===== config.mk =====
export PLATFORM = sky130hd
export DESIGN_NAME = voice_allocator
export DESIGN_NICKNAME = d
export VERILOG_FILES = /design/src/rtl/voice_allocator.sv
export SDC_FILE = /design/constraint.sdc
export NUM_CORES = 1
export LEC_CHECK = 0
export BUFFER_PORTS_ARGS = -buffer_cell sky130_fd_sc_hd__buf_2
export CAP_MARGIN = 20
export CELL_PAD_IN_SITES_DETAIL_PLACEMENT = 2
export CELL_PAD_IN_SITES_GLOBAL_PLACEMENT = 2
export CORE_UTILIZATION = 36
export DETAILED_ROUTE_END_ITERATION = 8
export GPL_TIMING_DRIVEN = 0
export PLACE_DENSITY_LB_ADDON = 0.1
export SLEW_MARGIN = 10
export SYNTH_ARGS = -nofsm -noshare
export SYNTH_HDL_FRONTEND = slang
export SYNTH_SLANG_ARGS = --single-unit

===== constraint.sdc =====
create_clock -name clk -period 2.8 [get_ports clk]
set_input_delay 0.42 -clock clk [delete_from_list [all_inputs] [get_ports clk]]
set_output_delay 0.42 -clock clk [all_outputs]
set_load 0.02 [all_outputs]

===== src/rtl/voice_allocator.sv =====
// voice_allocator: assigns keyboard note events to a bank of envelope voices.
// Optional VOICE_STEAL_EN: steal the oldest voice when all are gated.
module voice_allocator #(
  parameter int NUM_VOICES = 4,
  parameter int KEY_W      = 6,
  parameter int AGE_W      = 8,
  parameter int RETRIG_CYC = 50000
) (
  input  logic                        clk,
  input  logic                        reset,
  input  logic                        ev_valid,
  output logic                        ev_ready,
  input  logic                        ev_on,
  input  logic [KEY_W-1:0]            ev_key,
  input  logic [NUM_VOICES-1:0]       voice_idle,
  output logic [NUM_VOICES-1:0]       voice_gate,
  output logic [NUM_VOICES*KEY_W-1:0] voice_key,
  output logic                        drop,
  output logic [3:0]                  active_cnt
);
  localparam int IW = $clog2(NUM_VOICES);
  localparam logic [AGE_W-1:0] AGE_MAX = '1;

`ifdef VOICE_STEAL_EN
  typedef enum logic [1:0] {
    IDLE, SEARCH, APPLY, STEAL_LOW
  } state_t;
`else
  typedef enum logic [1:0] {
    IDLE, SEARCH, APPLY
  } state_t;
`endif

  typedef enum logic [1:0] {
    A_NONE, A_ON, A_OFF, A_DROP
  } act_t;

  state_t state, state_d;
  act_t   act_q, act_d;

  logic             rdy_q;
  logic             ev_on_q;
  logic [KEY_W-1:0] ev_key_q;
  logic [IW-1:0]    sel_q, sel_d;

  logic [NUM_VOICES-1:0] gate_d;
  logic [3:0]            pop_d;
  logic [KEY_W-1:0]      key_q [NUM_VOICES];
  logic [AGE_W-1:0]      age_q [NUM_VOICES];

  logic          dup, free_f, rel_f;
  logic [IW-1:0] dup_i, free_i, rel_i;

  assign ev_ready = rdy_q && (state == IDLE);

  for (genvar g = 0; g < NUM_VOICES; g++) begin : g_key
    assign voice_key[g*KEY_W +: KEY_W] = key_q[g];
  end

  // Descending scan so the lowest index overwrites last.
  always_comb begin
    dup    = 1'b0;
    free_f = 1'b0;
    rel_f  = 1'b0;
    dup_i  = '0;
    free_i = '0;
    rel_i  = '0;
    for (int i = NUM_VOICES - 1; i >= 0; i--) begin
      if (voice_gate[i] && key_q[i] == ev_key_q) begin
        dup   = 1'b1;
        dup_i = IW'(i);
      end
      if (!voice_gate[i] && voice_idle[i]) begin
        free_f = 1'b1;
        free_i = IW'(i);
      end
      if (!voice_gate[i] && !voice_idle[i]) begin
        rel_f = 1'b1;
        rel_i = IW'(i);
      end
    end
  end

`ifdef VOICE_STEAL_EN
  logic [IW-1:0]    old_i;
  logic [AGE_W-1:0] old_a;
  logic             steal_d;
  logic [15:0]      retrig_q;

  localparam logic [15:0] RETRIG_LD =
    (RETRIG_CYC == 0) ? 16'd1 : 16'(RETRIG_CYC);

  // Strict compare keeps the lowest index on equal ages.
  always_comb begin
    old_i = '0;
    old_a = age_q[0];
    for (int i = 1; i < NUM_VOICES; i++) begin
      if (age_q[i] > old_a) begin
        old_a = age_q[i];
        old_i = IW'(i);
      end
    end
  end

  always_ff @(posedge clk or negedge reset) begin
    if (!reset) begin
      retrig_q <= '0;
    end else if (state == SEARCH) begin
      retrig_q <= RETRIG_LD;
    end else if (state == STEAL_LOW) begin
      retrig_q <= retrig_q - 16'd1;
    end
  end
`endif

  always_comb begin
    act_d = A_NONE;
    sel_d = '0;
`ifdef VOICE_STEAL_EN
    steal_d = 1'b0;
`endif
    if (!ev_on_q) begin
      if (dup) begin
        act_d = A_OFF;
        sel_d = dup_i;
      end
    end else if (dup) begin
      act_d = A_NONE;
    end else if (free_f) begin
      act_d = A_ON;
      sel_d = free_i;
    end else if (rel_f) begin
      act_d = A_ON;
      sel_d = rel_i;
    end else begin
`ifdef VOICE_STEAL_EN
      act_d   = A_ON;
      sel_d   = old_i;
      steal_d = 1'b1;
`else
      act_d = A_DROP;
`endif
    end
  end

  always_comb begin
    state_d = state;
    gate_d  = voice_gate;
    case (state)
      IDLE: begin
        if (ev_valid && ev_ready) state_d = SEARCH;
      end
      SEARCH: begin
        state_d = APPLY;
`ifdef VOICE_STEAL_EN
        if (steal_d) begin
          state_d       = STEAL_LOW;
          gate_d[sel_d] = 1'b0;
        end
`endif
      end
`ifdef VOICE_STEAL_EN
      STEAL_LOW: begin
        if (retrig_q == 16'd1) state_d = APPLY;
      end
`endif
      APPLY: begin
        state_d = IDLE;
        if (act_q == A_ON) gate_d[sel_q] = 1'b1;
        else if (act_q == A_OFF) gate_d[sel_q] = 1'b0;
      end
      default: state_d = IDLE;
    endcase
  end

  always_comb begin
    pop_d = '0;
    for (int i = 0; i < NUM_VOICES; i++) begin
      pop_d = pop_d + 4'(gate_d[i]);
    end
  end

  always_ff @(posedge clk or negedge reset) begin
    if (!reset) begin
      state      <= IDLE;
      rdy_q      <= 1'b0;
      ev_on_q    <= 1'b0;
      ev_key_q   <= '0;
      act_q      <= A_NONE;
      sel_q      <= '0;
      voice_gate <= '0;
      active_cnt <= '0;
      drop       <= 1'b0;
      for (int i = 0; i < NUM_VOICES; i++) begin
        key_q[i] <= '0;
        age_q[i] <= '0;
      end
    end else begin
      state      <= state_d;
      rdy_q      <= 1'b1;
      voice_gate <= gate_d;
      active_cnt <= pop_d;
      drop       <= (state == SEARCH) && (act_d == A_DROP);
      if (ev_valid && ev_ready) begin
        ev_on_q  <= ev_on;
        ev_key_q <= ev_key;
      end
      if (state == SEARCH) begin
        act_q <= act_d;
        sel_q <= sel_d;
      end
      if (state == APPLY && act_q == A_ON) begin
        for (int i = 0; i < NUM_VOICES; i++) begin
          if (IW'(i) == sel_q) begin
            key_q[i] <= ev_key_q;
            age_q[i] <= '0;
          end else if (voice_gate[i] && age_q[i] != AGE_MAX) begin
            age_q[i] <= age_q[i] + 1'b1;
          end
        end
      end
    end
  end

endmodule


; ---- Yosys cells after proc, flatten, opt, wreduce, memory -nomap -nowiden
; Index checks and enable logic that the tools add are counted.
; Widths: inputs -> output; s select.
[totals]
register_bits = 47
input_bits = 14
word_cells = 106
[classes]
addsub = 3
order_cmp = 2
n_eq_ne = 13
mux = 41
n_bitwise = 3
reduce_logical = 31
[op_table]
columns = op, count
row1 = $mux 2, 23
row2 = $eq 6x6->1, 4
row3 = $logic_and 1x1->1, 17
row4 = $mux 1, 13
row5 = $mux 4, 3
row6 = $logic_not 1->1, 8
row7 = $reduce_and 2->1, 4
row8 = $eq 2x2->1 const B, 3
row9 = $add 3x1->4, 1
row10 = $and 4x4->4, 1
row11 = $eq 2x1->1 const B, 2
row12 = $eq 2x2->1 const A, 2
row13 = $logic_not 2->1, 2
row14 = $not 4->4, 1
row15 = $or 4x4->4, 1
row16 = $pmux 2 s2, 1
row17 = $add 2x1->3, 1
row18 = $lt 2x3->1 const B, 1
row19 = $add 1x1->2, 1
row20 = $demux 1 s2, 1
row21 = $eq 1x2->1 const A, 1
row22 = $ge 2x1->1 const B, 1
row23 = $ne 2x1->1 const B, 1

; ---- Depth between registers and ports, before layout
; Gate-level depths: netlist (run 1).
[logic_depth]
ltp_word = 12
mapped_depth = 7

; ---- Worst setup path after synthesis (run 1)
; OpenSTA, ideal clock, no wires.
[synth_path]
path_kind = register to register
start = reg state[1]
end = reg active_cnt[1]
setup_ns = 0.126
t_arrival_ns = 2.004
path_slack_ns = 0.670
path_stages_with_launch = 8
path_buffers = 1
cell_sequence = dfrtp_1 > and4bb_2 > and3_1 > buf_2 > nand2b_1 > fa_1 > ha_1 > ha_1
[synth_between]
elab_cells_between_ends = 5
cone_classes = add/sub (3) / eq/ne (1) / mux (1)
[synth_lines]
columns = element, line_no
row1 = "start, declared", 38  ; state_t state, state_d;
row2 = "start signal, assigned", 199  ; state <= state_d;
row3 = $eq 2x2->1, 149  ; case (state)
row4 = $mux 4, 149
row5 = via gate_d[3], 46  ; logic [NUM_VOICES-1:0] gate_d;
row6 = $add 3x1->4, 179  ; pop_d = pop_d + 4'(gate_d[i]);
row7 = via pop_d[1], 47  ; logic [3:0] pop_d;
row8 = "end signal, assigned", 202  ; active_cnt <= pop_d;
row9 = "end, declared", 19  ; output logic [3:0] active_cnt
; The timed path passes the listed nets, and every way through them passes these cells.
; A chain may end at the register's enable or synchronous reset.

; ---- Final worst setup path (run 1)
[layout_path]
start = reg act_q[1]
end = reg active_cnt[1]
[layout_between]
elab_chain_cells = 7
elab_cells_between_ends = 8
cone_classes = add/sub (3) / eq/ne (2) / mux (3)
[layout_lines]
columns = element, line_no
row1 = "start, declared", 39  ; act_t act_q, act_d;
row2 = "start signal, assigned", 209  ; act_q <= act_d;
row3 = $eq 2x2->1, 170  ; else if (act_q == A_OFF) gate_d[sel_q] = 1'b0;
row4 = $mux 4, 170
row5 = $mux 4 *, 169  ; if (act_q == A_ON) gate_d[sel_q] = 1'b1;
row6 = $mux 4 *, 149
row7 = via gate_d[1], 46
row8 = $add 1x1->2 *, 179
row9 = $add 2x1->3 *, 179
row10 = $add 3x1->4 *, 179
row11 = via pop_d[1], 47
; Mark *: on every way through the listed nets, which the timed path passes. The rest lies on a longest branch.

==> flow_summary.ini, run 1 <==
[critical_path]
worstReg2RegStart = act_q[1]
cp_slowest_stage_delay_ps = 420
critPathMaxFanout = 7
critical_path.n_buffers_inverters = 0
crit_chain = and4bb_2, nand3b_1, nand2_1, fa_1, ha_1, ha_1
end_kind = register
r2r_cells = 6
crit_path_frequent_cell = ha_1
arrival_ps = 2530
required_ps = 2990
crit_family = simple AND/OR/NAND/NOR gates
rr_endpoint = active_cnt[1]
path_class = reg2reg
crit_path_top_delay_cell = dfrtp_1
ff2ff_setup_slack_ps = 450
critPathLaunchType = register

[grt]
grt_max_degree = 47
met1_usage_pct = 23.5
grtUsageTotal_pct = 19.0
grt_pass1_wl_mm = 9.05
grt_antenna_before_repair = 0
top_usage_layer = met2
grt-ovfl-total = 0
use_met3_pct = 3.82
use_met2_pct = 32.2
grt_pass1_vias = 1722

[synthesis]
synth-edff-count = 0
syn_avg_cell_area_um2 = 12.5
syn_area_um2 = 2260
syn_inst = 181
synth.most_common_cell = dfrtp_1
async_reset_ff_share_pct = 100
synth_top_cells_by_count = dfrtp_1 (46), mux2_2 (25), xnor2_1 (14)
synth_warnings = 0
ys_seq_area_share_pct = 50.8
yosysTopAreaCellShare_pct = 50.8
synth-main-ff-cell = dfrtp_1
ys_top_cells_by_area = dfrtp_1 (51%), mux2_2 (12%), xnor2_1 (5.4%)
ys_ff_latch = 46
syn_nets = 198
synth_top_area_cell = dfrtp_1
synth.distinct_cells = 39

[routing]
vias_per_cell = 5.07
drcViolationCount = 0
wl_mm = 5.52
vias = 1578
drt_iter0_markers = 29
drt_first_pass_iters = 3
wl_per_cell_um = 17.8
ant_nets = 0

[final_layout]
seq_area_um2 = 1150
n_antenna_cell = 0
drive_above_1_share_pct = 39.8
num-nets-final = 252
fin_util_pct = 45.1
multi_input_area_um2 = 1010
fill_cells = 634
area_growth_pct = 19.2

[sta]
max_slew.worst_pin.slew_ps = 487
timing.fmax_mhz = 426
timing.final.crit_share_pct = 83.8
fin_skew_ps = 5.26
worst_slack_ps = 452
finalMaxSlewViolations = 0
hold_violations = 0
rsz0062_at_grt = false
slew-limit-headroom_pct = 67.1
period_needed_ps = 2350
finalSetupViolations = 0
finalSetupTns_ps = 0

[power_and_ir_drop]
p_per_area_nw_per_um2 = 929
power_frac_clock_pct = 16.6
power.internal_mw = 1.51
peakVddDrop_mv = 0.348
p_switching_mw = 1.00
combPwrFrac_pct = 41.9
seq_power_share_pct = 41.5
p_leak_nw = 1.35
swShare_pct = 39.9

[clock_tree]
cts_buffers = 5
cts_sinks = 46
post_cts_buffers = 0
clock_latency_ps = 290
htreeDepth = 2
cts_hold_buf = 0
cts_buffer_depth = 2
cts_tree = yes
clk_pin_slew_worst_paths_ps = 80
clockRootBuffer = clkbuf_8
cts_resized = 0

[placed_design]
portBuffers = 46
dp_slack_ps = 417
place_hpwl_mm = 4.20
gp_congestion = 0.756

[worst_hold_path]
hold_class = in2async

[run]
maxCapViolCount = 0

[floorplanning]
die_w_um = 81.3
core_um2 = 5990
rows = 28
start_util_pct = 37.8
die_area_um2 = 6610
die_h_um = 81.3
io_pins = 48

[outcome]
status = finished, final reports clean
==> metal layers <==
metal / wire length [um] / vias to the layer above / share of wire, %
li1: - / 728 / -
met4: 91 / 0 / 1.6
met1: 2360 / 805 / 43
met3: 190 / 9 / 3.4
met5: 0 / - / 0
met2: 2880 / 36 / 52
==> registers in the layout, indices dropped and copies added (netlist names), 2 cells and up <==
name / flops
voice_gate: 4
state: 2
sel_q: 2
active_cnt: 3
ev_key_q: 6
act_q: 2
voice_key: 24
==> stage by stage <==
step / area (um2) / cells / power, mW / hold WS (ps)
2_1_floorplan: 2260 / 181 / 1.76 / 124
6_report: 2700 / 311 / 2.51 / 52.7
5_1_grt: 2700 / 311 / 2.68 / 68.3
3_3_place_gp: 2590 / 302 / 2.06 / 474
4_1_cts: 2680 / 310 / 2.56 / 333
3_5_place_dp: 2590 / 302 / 2.12 / 519
==> worst max path at each step <==
stage / start / end / slack (ps) / cells past startpoint
2_1_floorplan: state[1] / active_cnt[1] / 670 / 7
3_3_place_gp: state[0] / active_cnt[1] / 510 / 6
5_1_grt: sel_q[0] / active_cnt[1] / 320 / 7
3_5_place_dp: state[0] / active_cnt[1] / 420 / 6
6_report: act_q[1] / active_cnt[1] / 450 / 6
4_1_cts: state[0] / active_cnt[1] / 410 / 6
==> cells by family (layout without fill, tap and decap cells) <==
logic type / count (synthesis) / after routing / synth area share [%]
mux: 32 / 32 / 15.9
other cells: 2 / 2 / 0.332
flops: 46 / 46 / 50.8
xor+xnor: 24 / 24 / 9.28
fa+ha+maj: 3 / 3 / 1.99
simple gates: 40 / 40 / 11.5
compound gates: 19 / 19 / 5.64
buf+inv: 15 / 70 / 4.59
==> area by class of cell <==
class                           count  area share (%)
Buffer                             11            3.29
Clock buffer                        7            3.20
Clock inverter                      1           0.185
Inverter                            4           0.556
Multi-Input combinational cell    120            37.4
Sequential cell                    46            42.6
Tap cell                           75            3.48
Timing Repair Buffer               47            9.27
==> cell usage in the layout, fill, tap and decap left out, types with 2 or more instances in the layout <==
cell	Yosys	routed
inv_1	4	4
clkbuf_1	2	3
nand4_1	5	5
conb_1	2	2
a21oi_1	4	4
nor2_1	5	5
dfrtp_1	46	46
xnor2_1	14	14
buf_2	2	48
ha_1	2	2
xor2_1	10	10
nor2b_1	2	2
nand3b_1	2	2
mux2_2	25	25
clkbuf_8	0	6
nor3_1	2	2
nor4_4	2	2
buf_4	2	2
nand2_1	10	10
o21ai_0	6	6
buf_6	5	5
o211ai_1	3	3
nand2b_1	4	4
mux2_1	6	6
==> worst register-to-register path, cell delays in order (launching register included) <==
cell	delay, ps
dfrtp_1	420
and4bb_2	360
nand3b_1	340
nand2_1	240
fa_1	420
ha_1	200
ha_1	270
==> power groups by stage <==
| stage | combinational (mW) | clock [mW] | sequential (mW) |
|---|---|---|---|
| 2_1_floorplan | 0.550 | 0 | 1.21 |
| 3_3_place_gp | 1.02 | 0 | 1.04 |
| 3_5_place_dp | 1.06 | 0 | 1.06 |
| 4_1_cts | 1.07 | 0.439 | 1.05 |
| 5_1_grt | 1.15 | 0.460 | 1.07 |
| 6_report | 1.05 | 0.416 | 1.04 |
Power figures use the tool's default switching activity.
==> inputs of run 2 (changes only) <==
--- a/config.mk
+++ b/config.mk
@@ -5,11 +5,12 @@
 export SDC_FILE = /design/constraint.sdc
 export NUM_CORES = 1
 export LEC_CHECK = 0
+export ABC_AREA = 1
 export BUFFER_PORTS_ARGS = -buffer_cell sky130_fd_sc_hd__buf_2
 export CAP_MARGIN = 20
 export CELL_PAD_IN_SITES_DETAIL_PLACEMENT = 2
 export CELL_PAD_IN_SITES_GLOBAL_PLACEMENT = 2
-export CORE_UTILIZATION = 36
+export CORE_UTILIZATION = 31
 export DETAILED_ROUTE_END_ITERATION = 8
 export GPL_TIMING_DRIVEN = 0
 export PLACE_DENSITY_LB_ADDON = 0.1
==> constraint.sdc (replaced) <==
create_clock -name clk -period 2.2 [get_ports clk]
set_input_delay 0.33 -clock clk [delete_from_list [all_inputs] [get_ports clk]]
set_output_delay 0.33 -clock clk [all_outputs]
set_load 0.02 [all_outputs]
==> run 2 against run 1 <==
  * Fmax increased by 10%
  * Non-clock buffer count up 2
  * Critical path depth rose by 3
  * Final cell count up 52%
  * Die area increased by 21%
  * Clock skew is 0.79 ps higher
  * Critical path type unchanged
==> flow_summary.ini, run 2 <==
[routing]
drt_first_pass_iters = 4
vias_per_cell = 4.75
drcViolationCount = 0
vias = 2246
drt_iter0_markers = 55
wl_mm = 7.29
ant_nets = 0
wl_per_cell_um = 15.4

[clock_tree]
cts_buffer_depth = 2
cts_hold_buf = 0
clk_pin_slew_worst_paths_ps = 90
cts_buffers = 5
cts_sinks = 46
clockRootBuffer = clkbuf_8
htreeDepth = 2
cts_tree = yes
clock_latency_ps = 310

[synthesis]
async_reset_ff_share_pct = 100
syn_avg_cell_area_um2 = 7.55
syn_nets = 330
yosysTopAreaCellShare_pct = 48.7
synth-main-ff-cell = dfrtp_1
synth.distinct_cells = 28
syn_area_um2 = 2360
ys_ff_latch = 46
synth-edff-count = 0
ys_top_cells_by_area = dfrtp_1 (49%), nand2_1 (17%), o21ai_0 (7.6%)
synth.most_common_cell = nand2_1
synth_warnings = 0
synth_top_cells_by_count = nand2_1 (105), dfrtp_1 (46), inv_1 (36), o21ai_0 (36), nor2_1 (23)
ys_seq_area_share_pct = 48.7
syn_inst = 313
synth_top_area_cell = dfrtp_1

[critical_path]
r2r_cells = 9
end_kind = register
critPathMaxFanout = 4
setup.worst_path.end = active_cnt[1]
required_ps = 2400
rr_endpoint = active_cnt[1]
critPathLaunchType = register
critPathLaunch = state[0]
arrival_ps = 2330
ff2ff_setup_slack_ps = 70
worstReg2RegStart = state[0]
path_class = reg2reg

[placed_design]
place_hpwl_mm = 5.62
gp_congestion = 0.765
place_area_um2 = 2720
dp_slack_ps = -428
portBuffers = 46
dp_cells = 458

[grt]
grt_antenna_before_repair = 0
grt-ovfl-total = 0
grtUsageTotal_pct = 19.9
grt_max_degree = 47
grt_pass1_wl_mm = 11.6
grt_pass1_vias = 2349

[sta]
timing.fmax_mhz = 469
hold_violations = 0
finalMaxSlewViolations = 0
timing.final.crit_share_pct = 97.0
finalSetupTns_ps = 0
hold_slack_ps = 25.8
slew-limit-headroom_pct = 59.6
fin_skew_ps = 6.05
rsz0062_at_grt = true
worst_slack_ps = 65.9
period_needed_ps = 2130
max_slew.worst_pin.slew_ps = 607
finalSetupViolations = 0

[final_layout]
num-nets-final = 390
fin_util_pct = 41.4
drive_above_1_share_pct = 25.7
layout_common_cells = nand2_1 (104), buf_2 (47), dfrtp_1 (46), inv_1 (35), o21ai_0 (34)
layout_commonest_cell = nand2_1
stdcell_area_um2 = 3020
largest_reg_flops = 24
n_antenna_cell = 0
area_growth_pct = 27.7
stdcell_count = 473

[floorplanning]
die_w_um = 89.3
rows = 31
start_util_pct = 32.4
core_um2 = 7290
io_pins = 48
die_area_um2 = 7980
die_h_um = 89.3

[outcome]
status = finished, final reports clean

[run]
maxCapViolCount = 0

[power_and_ir_drop]
p_per_area_nw_per_um2 = 1040
peakVddDrop_mv = 0.336
power_mw = 3.14
p_leak_nw = 1.54

[worst_hold_path]
hold_class = in2async
==> run 2: area by class of cell <==
class	instances	area [um2]
Timing Repair Buffer	54	310
Fill cell	935	4270
Buffer	6	55.1
Clock buffer	6	82.6
Inverter	42	158
Sequential cell	46	1150
Clock inverter	2	60.1
Multi-Input combinational cell	218	1080
Tap cell	99	124
==> run 2: kinds of logic after synthesis <==
kind of cell | synth area share, %
AND/OR/NAND/NOR | 29.1
flip-flops | 48.7
buffers and inverters | 8.15
adder cells (fa/ha/maj) | 1.91
other | 0.318
XOR/XNOR | 1.85
AO/OA/AOI/OAI | 9.95
==> run 2: power by group <==
part,internal [mW],switching (mW)
clock network,0.485,0.309
logic,0.373,0.728
registers,1.03,0.213
total,1.89,1.25
==> run 2: metal layers <==
layer / track usage [%] / up-vias / share of wire (%)
met4: 4.76 / 0 / 1.1
li1: - / 1095 / -
met5: 0 / - / 0
met1: 27.1 / 1112 / 49
met2: 33.4 / 33 / 48
met3: 3.05 / 6 / 2.4
==> run 2: how the worst min path moves through the flow <==
stage	slack (ps)	startpoint	to
floorplan	30	reset	act_q[0]
global placement	490	voice_key[9]	voice_key[9]
detailed placement	500	voice_key[12]	voice_key[12]
CTS	220	ev_key[5]	ev_key_q[5]
global route	50	reset	ev_key_q[2]
finish	30	reset	voice_key[15]
==> run 2: timing repair <==
| item | 4_1_cts | 5_1_grt |
|---|---|---|
| pin swaps | 3 | 1 |
| buffers inserted | 4 | 3 |
| hold endpoints to repair | 0 | 0 |
| resized for setup | 23 | 5 |
| endpoints found under the setup margin | 3 | 2 |
==> run 2: critical path, stage by stage, from the launching register on <==
cell     delay (ps)
dfrtp_1         400
inv_2            90
nand3_2          90
nor2_4          210
nand3_2         130
buf_8           150
nand2_2          80
fa_1            420
ha_1            200
ha_1            260
